[src/rtl/layer_out_serializer_pkg.sv]
// Shared defaults, read-side state encoding and sizing helper for the
// layer output serializer and its storage banks.
package layer_out_serializer_pkg;

  localparam int DEF_DATA_WIDTH  = 16;
  localparam int DEF_NUM_NEURONS = 30;
  localparam int DEF_LANES       = 1;
  localparam int DEF_CNT_WIDTH   = 16;

  // Read side: IDLE while the bank at rd_ptr is empty, SEND while it streams.
  typedef enum logic [0:0] {
    RD_IDLE = 1'b0,
    RD_SEND = 1'b1
  } rd_state_e;

  // Width of a beat index; a one-beat vector still gets a 1-bit index.
  function automatic int index_width(input int beats);
    return (beats > 1) ? $clog2(beats) : 1;
  endfunction

endpackage

[src/rtl/layer_out_bank.sv]
// One storage bank: holds a whole neuron vector and presents one beat
// (LANES consecutive neuron values) selected by rd_index.
module layer_out_bank
  import layer_out_serializer_pkg::*;
#(
  parameter int DATA_WIDTH  = DEF_DATA_WIDTH,
  parameter int NUM_NEURONS = DEF_NUM_NEURONS,
  parameter int LANES       = DEF_LANES,
  parameter int IDX_W       = index_width(DEF_NUM_NEURONS / DEF_LANES)
) (
  input  logic                              clk,
  input  logic                              rst,
  input  logic                              wr_en,
  input  logic [NUM_NEURONS*DATA_WIDTH-1:0] wr_data,
  input  logic [IDX_W-1:0]                  rd_index,
  output logic [LANES*DATA_WIDTH-1:0]       rd_data
);

  localparam int VEC_W  = NUM_NEURONS * DATA_WIDTH;
  localparam int BEAT_W = LANES * DATA_WIDTH;

  logic [VEC_W-1:0] bank_r;

  // Capture the whole vector when this bank is the write target.
  always_ff @(posedge clk or posedge rst) begin
    if (rst) begin
      bank_r <= '0;
    end else if (wr_en) begin
      bank_r <= wr_data;
    end else begin
      bank_r <= bank_r;
    end
  end

  // Lane-select mux: beat k covers neurons k*LANES .. k*LANES+LANES-1.
  always_comb begin
    rd_data = bank_r[int'(rd_index) * BEAT_W +: BEAT_W];
  end

endmodule

[src/rtl/layer_out_serializer.sv]
// Double-buffered parallel-to-serial converter between neuron layers.
// Vectors are captured whole into one of two banks and streamed out
// LANES values per beat with ready/valid handshaking; a vector arriving
// while both banks are occupied is dropped and counted.
module layer_out_serializer
  import layer_out_serializer_pkg::*;
#(
  parameter int DATA_WIDTH  = DEF_DATA_WIDTH,
  parameter int NUM_NEURONS = DEF_NUM_NEURONS,
  parameter int LANES       = DEF_LANES,
  parameter int CNT_WIDTH   = DEF_CNT_WIDTH
) (
  input  logic                                          clk,
  input  logic                                          rst,
  input  logic                                          in_valid,
  input  logic [NUM_NEURONS*DATA_WIDTH-1:0]             in_data,
  output logic [LANES*DATA_WIDTH-1:0]                   out_data,
  output logic                                          out_valid,
  input  logic                                          out_ready,
  output logic                                          out_last,
  output logic [index_width(NUM_NEURONS/LANES)-1:0]     out_index,
  output logic                                          busy,
  output logic                                          overflow,
  output logic [CNT_WIDTH-1:0]                          drop_count
);

  localparam int BEATS  = NUM_NEURONS / LANES;
  localparam int IDX_W  = index_width(BEATS);
  localparam int BEAT_W = LANES * DATA_WIDTH;
  localparam logic [IDX_W-1:0]     LAST_IDX = IDX_W'(BEATS - 1);
  localparam logic [CNT_WIDTH-1:0] CNT_MAX  = {CNT_WIDTH{1'b1}};

  // Registered state
  rd_state_e             state_r;
  logic [1:0]            full_r;
  logic                  wr_ptr_r;
  logic                  rd_ptr_r;
  logic [IDX_W-1:0]      idx_r;
  logic [BEAT_W-1:0]     out_data_r;
  logic                  out_valid_r;
  logic                  out_last_r;
  logic                  busy_r;
  logic                  overflow_r;
  logic [CNT_WIDTH-1:0]  drop_count_r;

  // Next-state terms
  logic                  xfer_s;
  logic                  free_s;
  logic                  capture_s;
  logic                  drop_s;
  logic                  bypass_s;
  logic [1:0]            wr_en_s;
  logic [1:0]            full_next_s;
  logic                  wr_ptr_next_s;
  logic                  rd_ptr_next_s;
  logic [IDX_W-1:0]      idx_next_s;
  rd_state_e             state_next_s;
  logic [BEAT_W-1:0]     out_data_next_s;
  logic [BEAT_W-1:0]     rd_data_s [2];

  for (genvar b = 0; b < 2; b++) begin : g_bank
    layer_out_bank #(
      .DATA_WIDTH  (DATA_WIDTH),
      .NUM_NEURONS (NUM_NEURONS),
      .LANES       (LANES),
      .IDX_W       (IDX_W)
    ) u_bank (
      .clk      (clk),
      .rst      (rst),
      .wr_en    (wr_en_s[b]),
      .wr_data  (in_data),
      .rd_index (idx_next_s),
      .rd_data  (rd_data_s[b])
    );
  end

  // Handshake, bank occupancy, pointer and beat-index next-state logic.
  always_comb begin
    xfer_s    = (state_r == RD_SEND) && out_ready;
    free_s    = xfer_s && (idx_r == LAST_IDX);
    // With two ping-pong banks, full[wr_ptr] is set only when both are occupied.
    capture_s = in_valid && !full_r[wr_ptr_r];
    drop_s    = in_valid && full_r[wr_ptr_r];

    wr_en_s = 2'b00;
    if (capture_s) begin
      wr_en_s[wr_ptr_r] = 1'b1;
    end else begin
      wr_en_s = 2'b00;
    end

    // Freed and captured banks are always different banks in the same cycle.
    full_next_s = full_r;
    if (free_s) begin
      full_next_s[rd_ptr_r] = 1'b0;
    end else begin
      full_next_s[rd_ptr_r] = full_r[rd_ptr_r];
    end
    if (capture_s) begin
      full_next_s[wr_ptr_r] = 1'b1;
    end else begin
      full_next_s[wr_ptr_r] = full_next_s[wr_ptr_r];
    end

    wr_ptr_next_s = capture_s ? ~wr_ptr_r : wr_ptr_r;
    rd_ptr_next_s = free_s    ? ~rd_ptr_r : rd_ptr_r;

    if (free_s) begin
      idx_next_s = '0;
    end else if (xfer_s) begin
      idx_next_s = idx_r + 1'b1;
    end else begin
      idx_next_s = idx_r;
    end

    state_next_s = full_next_s[rd_ptr_next_s] ? RD_SEND : RD_IDLE;
  end

  // Next beat data; a bank being written this edge is read from in_data
  // directly so beat 0 appears the cycle after capture.
  always_comb begin
    bypass_s = capture_s && (wr_ptr_r == rd_ptr_next_s);
    if (state_next_s == RD_SEND) begin
      if (bypass_s) begin
        out_data_next_s = in_data[BEAT_W-1:0];
      end else begin
        out_data_next_s = rd_data_s[rd_ptr_next_s];
      end
    end else begin
      out_data_next_s = '0;
    end
  end

  // Read FSM with pointers, bank flags and registered stream outputs.
  always_ff @(posedge clk or posedge rst) begin
    if (rst) begin
      state_r     <= RD_IDLE;
      full_r      <= 2'b00;
      wr_ptr_r    <= 1'b0;
      rd_ptr_r    <= 1'b0;
      idx_r       <= '0;
      out_data_r  <= '0;
      out_valid_r <= 1'b0;
      out_last_r  <= 1'b0;
      busy_r      <= 1'b0;
    end else begin
      full_r      <= full_next_s;
      wr_ptr_r    <= wr_ptr_next_s;
      rd_ptr_r    <= rd_ptr_next_s;
      idx_r       <= idx_next_s;
      out_data_r  <= out_data_next_s;
      busy_r      <= |full_next_s;
      case (state_next_s)
        RD_SEND: begin
          state_r     <= RD_SEND;
          out_valid_r <= 1'b1;
          out_last_r  <= (idx_next_s == LAST_IDX);
        end
        RD_IDLE: begin
          state_r     <= RD_IDLE;
          out_valid_r <= 1'b0;
          out_last_r  <= 1'b0;
        end
        default: begin
          state_r     <= RD_IDLE;
          out_valid_r <= 1'b0;
          out_last_r  <= 1'b0;
        end
      endcase
    end
  end

  // Sticky overflow flag and saturating count of dropped vectors.
  always_ff @(posedge clk or posedge rst) begin
    if (rst) begin
      overflow_r   <= 1'b0;
      drop_count_r <= '0;
    end else if (drop_s) begin
      overflow_r   <= 1'b1;
      drop_count_r <= (drop_count_r == CNT_MAX) ? drop_count_r : drop_count_r + 1'b1;
    end else begin
      overflow_r   <= overflow_r;
      drop_count_r <= drop_count_r;
    end
  end

  assign out_data   = out_data_r;
  assign out_valid  = out_valid_r;
  assign out_last   = out_last_r;
  assign out_index  = idx_r;
  assign busy       = busy_r;
  assign overflow   = overflow_r;
  assign drop_count = drop_count_r;

endmodule
[config.mk]
export PLATFORM = sky130hd
export DESIGN_NAME = layer_out_serializer
export DESIGN_NICKNAME = d
export VERILOG_FILES = /design/src/rtl/layer_out_serializer_pkg.sv /design/src/rtl/layer_out_bank.sv /design/src/rtl/layer_out_serializer.sv
export SDC_FILE = /design/constraint.sdc
export NUM_CORES = 2
export LEC_CHECK = 0
export ABC_AREA = 1
export CAP_MARGIN = 20
export CORE_ASPECT_RATIO = 1.2
export CORE_MARGIN = 2
export CORE_UTILIZATION = 49
export CTS_CLUSTER_DIAMETER = 120
export DETAILED_ROUTE_END_ITERATION = 10
export PLACE_DENSITY = 0.71
export RECOVER_POWER = 100
export SLEW_MARGIN = 20
export SYNTH_ARGS = -nofsm -noshare
export SYNTH_HDL_FRONTEND = slang
export SYNTH_SLANG_ARGS = --single-unit
[constraint.sdc]
create_clock -name clk -period 38.3 [get_ports clk]
set_input_delay 7.66 -clock clk [delete_from_list [all_inputs] [get_ports clk]]
set_output_delay 7.66 -clock clk [all_outputs]
set_load 0.02 [all_outputs]
* Yosys cells after proc, flatten, opt, wreduce, memory -nomap -nowiden
Index checks and enable logic that the tools add are counted.
Widths: inputs -> output; s select.
** Cells by class
- Reduce and logical (&&, ||, !) cells :: 10
- Shifts and indexed selects :: 2
- Multiplexer cells :: 28
- Bitwise logic cells :: 8
- Order comparisons :: 6
- Eq/ne operators :: 4
- Add/sub/neg operators :: 2
** Operator list (count)
- $shiftx 480x10->16 :: 2
- $mux 16 :: 5
- $add 16x1->16 const B :: 1
- $eq 16x16->1 const B :: 1
- $mux 1 :: 12
- $eq 5x5->1 const B :: 2
- $mux 5 :: 2
- $logic_and 1x1->1 :: 7
- $lt 1x2->1 const B :: 3
- $mux 2 :: 3
- $add 5x1->5 const B :: 1
- $bwmux 2 :: 2
- $not 1->1 :: 4
- $pmux 1 s2 :: 2
- $and 2x2->2 :: 1
- $demux 1 s1 :: 2
- $ge 1x1->1 const B :: 2
- $ge 2x2->1 const B :: 1
- $not 1->2 :: 1
- $not 2->2 :: 1
- $or 2x2->2 :: 1
- $reduce_and 2->1 :: 1
- $reduce_or 2->1 :: 1
- $eq 1x1->1 :: 1
- $logic_not 1->1 :: 1
** Word-level totals
- Bits in registers :: 1005
- Logic and storage cells :: 72
- Bits of input ports :: 484

* Depth between registers and ports, before layout
- Word-level depth :: 16
- Depth in mapped cells :: 18
- Mapped depth without buffers :: 16

* Cells and area by module
From an unflattened synthesis, not the netlist that was laid out.
** Second synthesis, totals
- Cells, all modules :: 5296
- Area, all modules :: 48114.9 um^2
** Modules (own cells, without submodules)
- layer_out_bank :: area an instance 22705.5 um^2, instances 2, cells each 2462
- layer_out_serializer :: area an instance 2703.8 um^2, instances 1, cells each 372

* Worst setup path after synthesis
No wires, ideal clock.
- Path type :: input to register
- From :: in out_ready
- To :: reg out_data_r[11] (netlist: out_data[11])
- Setup time :: 0.133 ns
- Path slack :: 29.127 ns
- Stages :: 14
- Arrival :: 9.040 ns
- Cells stage by stage :: nand2_2 > nor2_2 > nand2_2 > clkbuf_1 > clkbuf_1 > o211ai_1 > inv_1 > nand2_1 > nand3_1 > nand3_1 > nand3_1 > nand3_1 > nand2_1 > a21oi_1
** Between the ends
- Cells in the longest elaborated chain, start to end :: 11
** Ends and longest elaborated chain
- start, declared :: RTL line layer_out_serializer.sv:19 : input logic out_ready,
- $logic_and 1x1->1 (*) :: RTL line layer_out_serializer.sv:79 : xfer_s = (state_r == RD_SEND) && out_ready;
- parallel branches: the longest is 9 deep, another holds $shiftx 480x10->16
- $mux 16 (*) :: RTL line layer_out_serializer.sv:123 : if (state_next_s == RD_SEND) begin
- net out_data_next_s[11] :: RTL line layer_out_serializer.sv:58 : logic [BEAT_W-1:0] out_data_next_s;
- end signal, assigned :: RTL line layer_out_serializer.sv:151 : out_data_r <= out_data_next_s;
- end, declared :: RTL line layer_out_serializer.sv:39 : logic [BEAT_W-1:0] out_data_r;
Mark *: on every way through the listed nets, which the timed path passes. The select of a mux whose other input is x is not followed.
A chain may end at the register's enable or synchronous reset.

==> flow_metrics.py <==
metrics = {
    "worst_setup_path": {
        "arrival_ns": 20.53,
        "cpMostUsedCell": "clkbuf_1",
        "critPathRequiredTime_ns": 36.95,
        "critPathLaunch": "rst",
        "cpPeakStageDelay_ns": 6.18,
        "worst_setup_path_end_kind": "asynchronous set/reset pin",
        "slowest_stage": "clkbuf_1",
        "worst-path-max-fanout": 158,
        "regToRegSetupSlack_ns": 24.38,
        "r2r_cells": 10,
        "crit_chain": "dlygate4sd3_1, clkinvlp_2, clkbuf_1, clkbuf_1",
        "critPathTopFamily": "buffers and inverters",
        "r2r-end": "g_bank[1].u_bank.bank_r[190]$_DFFE_PP0P_",
        "worstReg2RegStart": "wr_ptr_r$_DFFE_PP0P_",
        "path_class": "in2async",
        "critPathBufInv": 4,
        "crit_path_start_kind": "input port",
    },
    "sta": {
        "min_period_ns": 21.88,
        "drv_slew": 3113,
        "setup_viol": 0,
        "fin_skew_ns": 0.0194,
        "rsz0062_at_grt": "false",
        "fin_crit_sh_pct": 57.1,
        "hold_viol_final": 0,
        "worstMarginPinSlew_ns": 10.21,
        "fmax_mhz": 45.7,
        "slew_headroom_pct": -581,
        "setup_tns_ns": 0,
    },
    "place": {
        "io_buffers": 524,
        "placed_cell_area_sq_mm": 0.0542,
        "dp_cells": 7838,
        "place.detailed.hpwl_um": 111000,
        "gp_congestion": 0.909,
    },
    "routing": {
        "wirelength_um": 173000,
        "dr.pass1.iters": 6,
        "wl_per_cell_um": 21.6,
        "vias": 45500,
        "route.detailed.drc": 0,
        "vias_per_cell": 5.66,
        "antenna_left": 0,
        "drt-initial-drc-count": 5550,
    },
    "yosys": {
        "synth_ff_type": "dfrtp_1",
        "synth_most_common_cell": "nand2_1",
        "synthTopCellsByArea": "dfrtp_1 (52%), nand2_1 (19%), nand3_1 (8.5%)",
        "netlist_instances": 6433,
        "synth_top_cell_by_area": "dfrtp_1",
        "synth-seq-area-share_pct": 51.6,
        "synth-async-reset-ratio_pct": 100,
        "ys_types": 29,
        "yosysTopAreaCellShare_pct": 51.6,
        "yosysWarnings": 0,
        "syn_area_per_cell_sq_um": 7.57,
        "synth_edf_count": 0,
        "syn_area_sq_mm": 0.0487,
        "synth_commonest_cells": "nand2_1 (2446), dfrtp_1 (1005), nand3_1 (829)",
        "syn_nets": 6920,
        "synth.ff_latch_count": 1005,
    },
    "cells_and_area": {
        "instances_no_fill": 8036,
        "num-nets-final": 7153,
        "syn2layout_area_growth_pct": 18.2,
        "drive_above_1_share_pct": 3.20,
        "utilization_pct": 58.4,
        "fin_area_sq_mm": 0.0576,
    },
    "worst_hold_path": {
        "whs_path_depth": 2,
        "min_to": "g_bank[0].u_bank.bank_r[281]$_DFFE_PP0P_",
        "holdCritStartpoint": "g_bank[0].u_bank.bank_r[281]$_DFFE_PP0P_",
        "min_path_type": "reg2reg",
    },
    "clock_network": {
        "htree_num_levels": 3,
        "clkLatencyLatePin_ns": 0.70,
        "clock_path_buffers": 3,
        "cts_tree": "done",
        "cts_sinks": 1005,
        "cts_hold_buf": 0,
        "ctsResizeCount": 0,
        "root_buffer": "clkbuf_16",
        "clk_pin_slew_ns": 0.06,
        "cts_setup_buffers": 0,
        "cts_buffers": 105,
    },
    "power": {
        "p_per_area_mw_per_mm2": 95.2,
        "irDropWorstVdd_mv": 0.0679,
        "seqPwrFrac_pct": 33.1,
        "p_int_uw": 3030,
        "p_switching_uw": 2450,
        "swShare_pct": 44.7,
        "clockPowerShare_pct": 19.7,
        "power_frac_comb_pct": 47.2,
        "power_leakage_uw": 0.0288,
    },
    "global_route": {
        "gr-total-overflow": 0,
        "grt_max_degree": 238,
        "grt_use_total_pct": 33.7,
        "grt_pass1_wl_um": 264000,
        "antenna_found_initial": 15,
        "grt_pass1_vias": 43200,
    },
    "floorplan": {
        "die_h_um": 349,
        "core_area_sq_mm": 0.0985,
        "rows": 126,
        "die_w_um": 292,
        "start_util_pct": 49.5,
        "fp.dieArea_sq_mm": 0.102,
        "num_io_pins": 525,
    },
    "outcome": {
        "outcome": "complete, but fails checks",
        "violations": "max-capacitance violations, max-slew violations",
    },
    "flow_run": {
        "max_cap_viol_count": 33,
    },
}
## cells by family (layout without fill, tap and decap cells)
kind of cell / count (synthesis) / count (layout) / synth area share (%)
adders and majority gates: 3 / 3 / 0.0770
buffers and inverters: 1164 / 1484 / 9.62
other: 0 / 3 / 0
AOI/OAI and AO/OA: 935 / 935 / 10.7
xor gates and xnor gates: 13 / 13 / 0.234
muxes: 1 / 1 / 0.0231
and+or+nand+nor: 3312 / 3312 / 27.8
DFF: 1005 / 1005 / 51.6
## sequential cells by signal, indices dropped and copies added, names as in the netlist
signal and flops:
state_r 1, out_index 5, full_r 2, drop_count 16, overflow 1, out_last 1, g_bank.u_bank.bank_r 960, busy 1
rd_ptr_r 1, out_data 16, wr_ptr_r 1
## power by group through the flow
stage,registers (uW),logic [uW],clock network [uW]
floorplan,1770,1690,0
global placement,1800,2450,0
detailed placement,1810,2500,0
CTS,1800,2510,1090
global route,1860,2850,1130
finish,1810,2590,1080
## per-stage QoR
step | setup WS [ns] | hold WS (ns) | total power (uW)
global placement | 25.41 | 0.452 | 4250
global route | 13.65 | 0.485 | 5850
CTS | 26.03 | 0.472 | 5400
detailed placement | 25.31 | 0.458 | 4310
finish | 16.42 | 0.469 | 5480
floorplan | 2.36 | 0.442 | 3470
## worst register-to-register path: stages, from the launching register on
cell and delay [ns]:
dfrtp_1 0.38, inv_1 0.10, nand2_1 0.07, nand2_1 0.09
nor2_1 0.17, inv_1 0.08, nor2_1 0.17, clkbuf_1 2.67
clkbuf_1 5.74, clkbuf_1 3.66, o21ai_0 0.45
## cell usage in the layout (no fill, tap or decap), drive strengths merged, types with 20 or more instances in the layout
cell and count:
a21oi 20, buf 30, clkbuf 181, clkdlybuf4s50 480, clkinv 28, dfrtp 1005, dlygate4sd3 44, inv 705
nand2 2449, nand3 829, o211ai 208, o21ai 707
## routing by layer
metal,GRT usage (%),share of wire [%]
met5,0,0.060
met4,17.7,5.9
met3,7.40,10
met2,50.7,44
met1,45.9,40
## final cells by class
class / instances / area (sq um)
Antenna cell: 3 / 7.51
Clock buffer: 152 / 3050
Clock inverter: 42 / 554
Fill cell: 8905 / 41000
Inverter: 707 / 2680
Multi-Input combinational cell: 4264 / 18900
Sequential cell: 1005 / 25100
Tap cell: 1280 / 1600
Timing Repair Buffer: 583 / 5600
## worst max path at each step
stage                                               end  depth (start not counted)  slack, ns
2_1_floorplan                            busy$_DFF_PP0_                          1       2.36
3_3_place_gp                     out_data[12]$_DFF_PP0_                         16      25.41
3_5_place_dp                      out_data[0]$_DFF_PP0_                         16      25.31
4_1_cts                           out_data[0]$_DFF_PP0_                         16      26.03
5_1_grt        g_bank[0].u_bank.bank_r[109]$_DFFE_PP0P_                          4      13.65
6_report       g_bank[0].u_bank.bank_r[226]$_DFFE_PP0P_                          4      16.42
Note: power is estimated with default switching activity, not from simulation.
